## config.mk

```make
export PLATFORM = sky130hd
export DESIGN_NAME = syn_down_counter
export DESIGN_NICKNAME = d
export VERILOG_FILES = /design/src/rtl/syn_down_counter.sv
export SDC_FILE = /design/constraint.sdc
export NUM_CORES = 1
export LEC_CHECK = 0
export ABC_AREA = 1
export CORE_MARGIN = 10
export CORE_UTILIZATION = 55
export CTS_BUF_LIST = sky130_fd_sc_hd__clkbuf_2 sky130_fd_sc_hd__clkbuf_4 sky130_fd_sc_hd__clkbuf_8
export DETAILED_ROUTE_END_ITERATION = 7
export GPL_ROUTABILITY_DRIVEN = 0
export PLACE_DENSITY = 0.8
export REMOVE_ABC_BUFFERS = 1
export SKIP_LAST_GASP = 1
export SYNTH_ARGS = -nofsm -noshare
export SYNTH_HDL_FRONTEND = slang
export SYNTH_SLANG_ARGS = --single-unit
```

## constraint.sdc

```tcl
create_clock -name clk -period 1.5 [get_ports clk]
set_input_delay 0.3 -clock clk [delete_from_list [all_inputs] [get_ports clk]]
set_output_delay 0.3 -clock clk [all_outputs]
set_load 0.03 [all_outputs]
```

## src/rtl/syn_down_counter.sv

```systemverilog
// Purpose: loadable down-counter with prescaler, borrow out (BO) and an underflow pulse; cascades LSB->MSB via Et.
// Latency: load takes effect on its edge; first decrement on the TICK_DIV-th enabled edge after load; BO is combinational.
// Backpressure: none; Ep & Et low freezes count and prescaler exactly, so no progress is lost while stalled.
//
// Ports:
//   clk        in   1      clock, all state on posedge
//   reset      in   1      synchronous active-high clear of all state
//   Ep         in   1      parallel count enable
//   Et         in   1      trickle count enable, also gates BO
//   LOAD       in   1      active-low synchronous parallel load
//   i_preset   in   WIDTH  load value
//   o_Q        out  WIDTH  current count
//   BO         out  1      borrow out: (o_Q == 0) & Et
//   o_tc_pulse out  1      registered one-cycle pulse on each underflow step
module syn_down_counter #(
    parameter int WIDTH       = 4,
    parameter int TICK_DIV    = 1000,
    parameter int AUTO_RELOAD = 0
) (
    input  logic             clk,
    input  logic             reset,
    input  logic             Ep,
    input  logic             Et,
    input  logic             LOAD,
    input  logic [WIDTH-1:0] i_preset,
    output logic [WIDTH-1:0] o_Q,
    output logic             BO,
    output logic             o_tc_pulse
);

    // Prescaler terminal value; the prescaler is always 16 bits wide.
    localparam logic [15:0] PRE_LAST = 16'(TICK_DIV - 1);

    logic [WIDTH-1:0] q;
    logic [WIDTH-1:0] reload;
    logic [15:0]      pre;
    logic             tc;

    wire enable = Ep & Et;

    always_ff @(posedge clk) begin
        if (reset) begin
            q      <= '0;
            reload <= '0;
            pre    <= '0;
            tc     <= 1'b0;
        end else if (!LOAD) begin
            // Load also restarts the prescaler so the first step is a full period away.
            q      <= i_preset;
            reload <= i_preset;
            pre    <= '0;
            tc     <= 1'b0;
        end else if (enable) begin
            if (pre == PRE_LAST) begin
                pre <= '0;
                if (q != '0) begin
                    q  <= q - WIDTH'(1);
                    tc <= 1'b0;
                end else begin
                    // Underflow: wrap to all-ones, or restart from the last loaded value.
                    q  <= (AUTO_RELOAD != 0) ? reload : {WIDTH{1'b1}};
                    tc <= 1'b1;
                end
            end else begin
                pre <= pre + 16'd1;
                tc  <= 1'b0;
            end
        end else begin
            tc <= 1'b0;
        end
    end

    assign o_Q        = q;
    assign o_tc_pulse = tc;
    // Unregistered so the next cascade stage sees the borrow in the same cycle.
    assign BO         = (q == '0) & Et;

endmodule
```

=== Word level (Yosys, flattened, before mapping) ===
Index checks and enable logic that the tools add are counted.

* $add $sub $neg: 2
* Equal/unequal tests: 3
* Muxes and demuxes: 6
* Bitwise operators: 5
* Reductions and logical operators: 5

{| class="wikitable"
|+ Operators with widths
! kind !! number
|-
| $add A16 B1 Y16 const B || 1
|-
| $eq A16 B10 Y1 const B || 1
|-
| $mux W16 || 1
|-
| $mux W4 || 4
|-
| $logic_not A4 Y1 || 1
|-
| $ne A2 B1 Y1 const B || 2
|-
| $reduce_bool A4 Y1 || 1
|-
| $reduce_or A4 Y1 || 1
|-
| $sub A4 B1 Y4 const B || 1
|-
| $not A1 Y1 || 3
|-
| $and A1 B1 Y1 || 2
|-
| $reduce_and A2 Y1 || 1
|-
| $reduce_or A2 Y1 || 1
|-
| $mux W1 || 1
|}

* Register bits: 21
* Output and inout port bits: 6
* Word-level logic and storage cells: 24

=== Depth between registers and ports, before layout ===
Gate-level depths: netlist of the first run.

* Depth after elaboration: 5
* Depth in mapped cells: 9
* Depth with buffers taken out: 9

=== Worst setup path after synthesis of the first run ===
No wires, ideal clock.

* Path type: reg-to-output
* From: reg q[0] (netlist: o_Q[0])
* To: out BO
* Arrival time: 1276 ps
* Required time: 1200 ps
* Setup slack: -76 ps
* Stages on the path, launching flop included: 5
* Cell sequence: dfxtp_1 > inv_1 > ha_1 > nand3_1 > nor2_1

* Cells in the longest elaborated chain, start to end: 2

{| class="wikitable"
|+ Ends and longest elaborated chain
! element !! line !! text
|-
| start, declared || 34 || <nowiki>logic [WIDTH-1:0] q;</nowiki>
|-
| start signal, assigned || 49 || <nowiki>q <= i_preset;</nowiki>
|-
| start signal, assigned || 57 || <nowiki>q <= q - WIDTH'(1);</nowiki>
|-
| start signal, assigned || 61 || <nowiki>q <= (AUTO_RELOAD != 0) ? reload : {WIDTH{1'b1}};</nowiki>
|-
| $logic_not A4 Y1 || 76 || <nowiki>assign BO = (q == '0) & Et;</nowiki>
|-
| $and A1 B1 Y1 || 76 ||
|-
| end, declared || 27 || <nowiki>output logic BO,</nowiki>
|}

Every way passes these cells.

=== Final worst setup path of the first run ===
Same ends and word-level chain as after synthesis.

==> results of run 1 <==
-- worst paths after layout --
| kind | startpoint | to | slack (ns) | cells past startpoint |
|---|---|---|---|---|
| setup / recovery | o_Q[0] | BO | -0.06 | 5 |
| hold / removal | pre[1] | pre[1] | 0.50 | 2 |
| setup reg to reg | pre[0] | pre[8] | 0.10 | 8 |
| hold reg to reg | pre[1] | pre[1] | 0.50 | 2 |
-- flip-flops by register name (all words and copies together) (netlist names) --
register / flops
o_Q: 4
o_tc_pulse: 1
pre: 16
-- cell type report --
class	instances	area (sq um)
multi-input combinational	142	784.5
fill	171	608.1
sequential	21	425.4
timing repair buffer	24	210.2
inverter	24	97.59
tap	28	35.03
clock buffer	4	30.03
-- critical path, stage by stage, from the launching register on --
cell	delay [ns]
dfxtp_2	0.36
inv_4	0.08
ha_4	0.15
nand3_4	0.10
nor2_4	0.13
buf_6	0.13
-- where the power goes --
| part | internal (mW) | switching (mW) |
|---|---|---|
| sequential | 0.568 | 0.0100 |
| combinational | 0.0893 | 0.115 |
| clock | 0.122 | 0.173 |
| total | 0.780 | 0.298 |
-- stage by stage --
stage               std cells  power [mW]  TNS [ns]  area, sq um
detailed placement        236      0.7576    -1.771         1465
CTS                       240       1.044   -0.2065         1496
finish                    243       1.078  -0.05643         1583
global placement          236      0.7547    -1.389         1465
floorplan                 187      0.6797  -0.07649         1240
global route              243       1.128   -0.1164         1583
-- placed cells by master (no fill, tap or decap) --
| cell | synthesis | layout |
|---|---|---|
| ha_4 | 0 | 1 |
| ha_2 | 0 | 1 |
| a31oi_1 | 1 | 1 |
| buf_6 | 0 | 1 |
| a21o_1 | 1 | 1 |
| nand4_1 | 4 | 4 |
| nand3_4 | 2 | 4 |
| nor3_2 | 4 | 6 |
| dfxtp_2 | 0 | 4 |
| nand2_4 | 1 | 1 |
| o21ai_1 | 1 | 1 |
| clkbuf_4 | 0 | 4 |
| nor3_1 | 5 | 3 |
| nand2_2 | 3 | 3 |
| dlygate4sd2_1 | 0 | 5 |
| nor2_2 | 6 | 6 |
| xor2_1 | 4 | 4 |
| nand3_1 | 13 | 12 |
| and3_4 | 0 | 1 |
| nor2_4 | 2 | 3 |
| inv_4 | 1 | 3 |
| nor2_1 | 37 | 36 |
| clkdlybuf4s50_1 | 0 | 8 |
| buf_4 | 0 | 10 |
| o21ai_0 | 2 | 2 |
| a21oi_1 | 6 | 6 |
| dfxtp_1 | 21 | 17 |
| nand2_1 | 46 | 46 |
| inv_1 | 20 | 18 |
| inv_2 | 3 | 3 |
-- metal layers --
metal / share of wire / vias up
met2: 0.51 / 24
met4: 0.039 / 0
met5: 0 / -
met3: 0.020 / 10
met1: 0.43 / 583
li1: - / 644
-- logic make-up after synthesis --
family                     after synthesis  synth area share
and+or+nand+nor                        125            0.4884
xor gates and xnor gates                 4           0.02814
buffers and inverters                   25           0.07839
AOI/OAI and AO/OA                       11           0.04724
DFF                                     21            0.3377
adders and majority gates                2           0.02010
-- repair_timing --
item | CTS | global route
pin swaps | 0 | 2
gates resized for setup | 7 | 18
setup endpoints to repair | 6 | 8
setup buffers | 0 | 3
hold endpoints to repair | 0 | 0
==> flow_metrics.py, run 1 <==
metrics = {
    "routing": {
        "drt_iter0_drc": 52,
        "ant_nets": 0,
        "drt_wl_total_mm": 3.232,
        "firstDrtPassIters": 4,
        "dr_total_vias": 1261,
        "wl_per_cell_um": 13.30,
        "routed_via_density": 5.189,
        "drc_errors": 0,
    },
    "sta": {
        "setup_viol": 1,
        "clock_skew_ns": 0.001183,
        "rsz0062_at_grt": "yes",
        "maxSlewViolCount": 0,
        "period_needed_ns": 1.556,
        "layout_setup_ws_ns": -0.05643,
        "maxSlewHeadroom": 0.7793,
        "tightest_slew_ns": 0.3293,
        "hold_slack_ns": 0.5032,
        "fin_crit_sh": 1.038,
        "hold_violations": 0,
        "max_freq_ghz": 0.6425,
    },
    "logic_synthesis": {
        "yosysMostFrequentCell": "nand2_1",
        "ys_seq_elements": 21,
        "avgSynthCellArea_sq_um": 6.622,
        "synth_common_cells": "nand2_1 (46), nor2_1 (37), dfxtp_1 (21)",
        "synth_cells": 188,
        "ys_seq_area_frac": 0.3377,
        "synth_top_area_cell": "dfxtp_1",
        "yosysTopAreaCellShare": 0.3377,
        "netlist_top_cells_area": "dfxtp_1 (34%), nand2_1 (14%), nor2_1 (11%)",
        "yosysWarnings": 0,
        "synth_cell_types": 25,
        "synth_area_sq_mm": 0.001245,
        "async_flop_share": 0,
        "synth_edf_count": 0,
        "synthFlopType": "dfxtp_1",
    },
    "setup_path": {
        "worst_setup_path_end_kind": "primary output",
        "critical_path_class": "register to primary output",
        "cp.arrival_ns": 1.26,
        "worstPathRequired_ns": 1.20,
        "worstPathMaxFanout": 4,
        "startpoint_type": "register",
    },
    "placement": {
        "place_ws_ns": -0.1579,
        "numPortBuffers": 14,
        "dp_hpwl_mm": 2.306,
    },
    "clock_tree": {
        "cts_buffers": 3,
        "cts.clk_slew.worst_paths_ns": 0.12,
        "clk_path_buf_depth": 2,
        "clockRootBuffer": "clkbuf_4",
        "cts_sinks": 21,
        "cts_hold_buf": 0,
        "htreeDepth": 1,
        "tritoncts": "built",
        "clkLatencyLatePin_ns": 0.30,
    },
    "power_and_ir_drop": {
        "leakage_nw": 0.6344,
        "power_density_mw_per_mm2": 681.2,
        "ir_drop_mv": 0.5694,
    },
    "global_route": {
        "grt_pass1_wl_mm": 5.002,
        "grt_max_degree": 12,
        "busiest_layer": "met2",
        "grt_overflow": 0,
        "antenna_found_initial": 0,
        "grt_util_met1": 0.1664,
        "first_global_vias": 1123,
        "grt.met3_usage": 0.02314,
        "track_usage": 0.1404,
        "met2_usage": 0.2289,
    },
    "floorplan": {
        "die_h_um": 67.58,
        "rows": 17,
        "core_area_sq_mm": 0.002191,
        "io_pins": 15,
        "die-area_sq_mm": 0.004566,
        "start_util": 0.5682,
        "dieWidth_um": 67.58,
    },
    "cells_and_area": {
        "final_layout_size_suffix_gt1_frac": 0.2372,
        "fin_util": 0.7224,
        "area_growth_syn_to_layout_pct": 27.14,
        "nets": 227,
        "diodes": 0,
    },
    "outcome": {
        "violations": "setup timing",
        "status": "finished, violations left",
    },
    "min_path": {
        "min_path_type": "register to register",
    },
    "job": {
        "max-cap-violations": 0,
    },
}
Note: power is estimated with default switching activity, not from simulation.
==> run 2, diff against run 1 <==
--- a/config.mk
+++ b/config.mk
@@ -14,6 +14,7 @@
 export PLACE_DENSITY = 0.8
 export REMOVE_ABC_BUFFERS = 1
 export SKIP_LAST_GASP = 1
+export SLEW_MARGIN = 20
 export SYNTH_ARGS = -nofsm -noshare
 export SYNTH_HDL_FRONTEND = slang
 export SYNTH_SLANG_ARGS = --single-unit
==> results of run 2 <==
Same layout as run 1: the final DEF is identical, and so are final timing and power.
==> RTL edit, RTL diff (config.mk and constraints of run 1) <==
Change the parameter `WIDTH` from 4 to 6.
--- a/src/rtl/syn_down_counter.sv
+++ b/src/rtl/syn_down_counter.sv
@@ -15,3 +15,3 @@
 module syn_down_counter #(
-    parameter int WIDTH       = 4,
+    parameter int WIDTH       = 6,
     parameter int TICK_DIV    = 1000,
Interface: changed (resized i_preset and o_Q); port bits go from 15 to 19. No check against the original RTL was run, so the function may have changed too.
==> RTL edit against run 1 <==
- the run still ends with negative setup slack left
- worst setup slack lost 0.0020 ns
- sequential cell count grew 2
- wire length grew 8.4%
- utilization grew 5.9 points
- total power grew 18%
- final cell count grew 18%
- sequential power grew 13%
- worst hold slack lost 0.012 ns
- final area grew 12%
- area after synthesis grew 9.5%
- highest routed layer unchanged
==> RTL edit: results (changes against run 1) <==
Yosys
  – Top cells by area, synth: dfxtp_1 34%, nand2_1 16%, nor2_1 15%
  – Compound-gate portion of the synthesized area: 4.22% (-0.50 points)
  – Synth top cells by count: 57 x nand2_1, 54 x nor2_1, 32 x inv_1
  – Synth Instances: 220 (+17%)
  – XOR/XNOR share of the synthesized area: 3.21% (+0.40 points)
  – Sequential area share after synthesis: 33.8% (about the same)

Timing
  – Setup WS post-layout: -0.0584 ns (-0.00200 ns)
  – # setup viols final: 2 (+1)
  – Slew HR: 79.3% (+1.4 points)
  – Final hold slack: 0.492 ns (-0.0115 ns)
  – Clock Skew: 0.00729 ns (+0.00610 ns)

Global route
  – Met1 Use GR: 16.8% (+0.18 points)
  – First-pass GRT wire length: 5780 µm (+16%)
  – Vias in the first global route: 1324 (+18%)
  – GRT Total Usage: 13.8% (-0.23 points)
  – Met2 Use GR: 23.3% (+0.39 points)
  – Pin count of the biggest net entering global routing: 13 (+1)

Setup path
  – R2R cell count: 10 (+2)
  – CP max stage delay: 0.38 ns (+0.02 ns)
  – Crit-path slowest cell: dfxtp_4
  – R2R Setup Slk: 0.08 ns (-0.02 ns)
  – R2r startpoint: pre[1]

Routing
  – DR WL met2: 1660 µm (+0.55%)
  – Met1 WL: 1590 µm (+14%)
  – Routed wire length per instance: 12.3 µm (-7.9%)
  – Drt total wl: 3510 µm (+8.4%)
  – DR iter-0 viols: 70 (+35%)

Pwr
  – Lkg Pwr: 0.000816 µW (+29%)
  – Switching fraction of total power: 30.2% (+2.5 points)
  – Peak VDD IR: 0.835 mV (+47%)

Run status
  – Outcome: finished, violations left
  – Violated checks: negative setup slack

Hold path
  – Worst Hold End: pre[2]
  – HP Start: pre[2]

Placement
  – DP Area: 0.00169 mm² (+15%)
  – Port Buffers: 18 (+4)
-- RTL edit: area by class of cell --
class	instances	area, µm²
multi-input combinational	159	802
fill	172	498
sequential	23	470
timing repair buffer	35	295
inverter	37	145
tap	28	35.0
clock buffer	4	30.0
-- RTL edit: power groups by stage --
| stage | Clock, µW | Sequential [µW] | Combinational, µW |
|---|---|---|---|
| 5_1_grt | 337 | 658 | 332 |
| 3_5_place_dp | 0 | 657 | 274 |
| 6_report | 314 | 656 | 298 |
| 2_1_floorplan | 0 | 685 | 120 |
| 3_3_place_gp | 0 | 655 | 268 |
| 4_1_cts | 322 | 643 | 269 |
-- RTL edit: worst max path at each step --
stage,from,end,cells past startpoint
global placement,Et,o_Q[5],10
floorplan,o_Q[0],BO,4
finish,o_Q[0],BO,5
global route,o_Q[0],BO,5
detailed placement,Et,pre[7],10
CTS,o_Q[0],BO,5
-- RTL edit: repair_timing --
action,4_1_cts,5_1_grt
pin swaps,0,5
gates resized for setup,9,21
setup endpoints to repair,8,15
buffers inserted,0,4
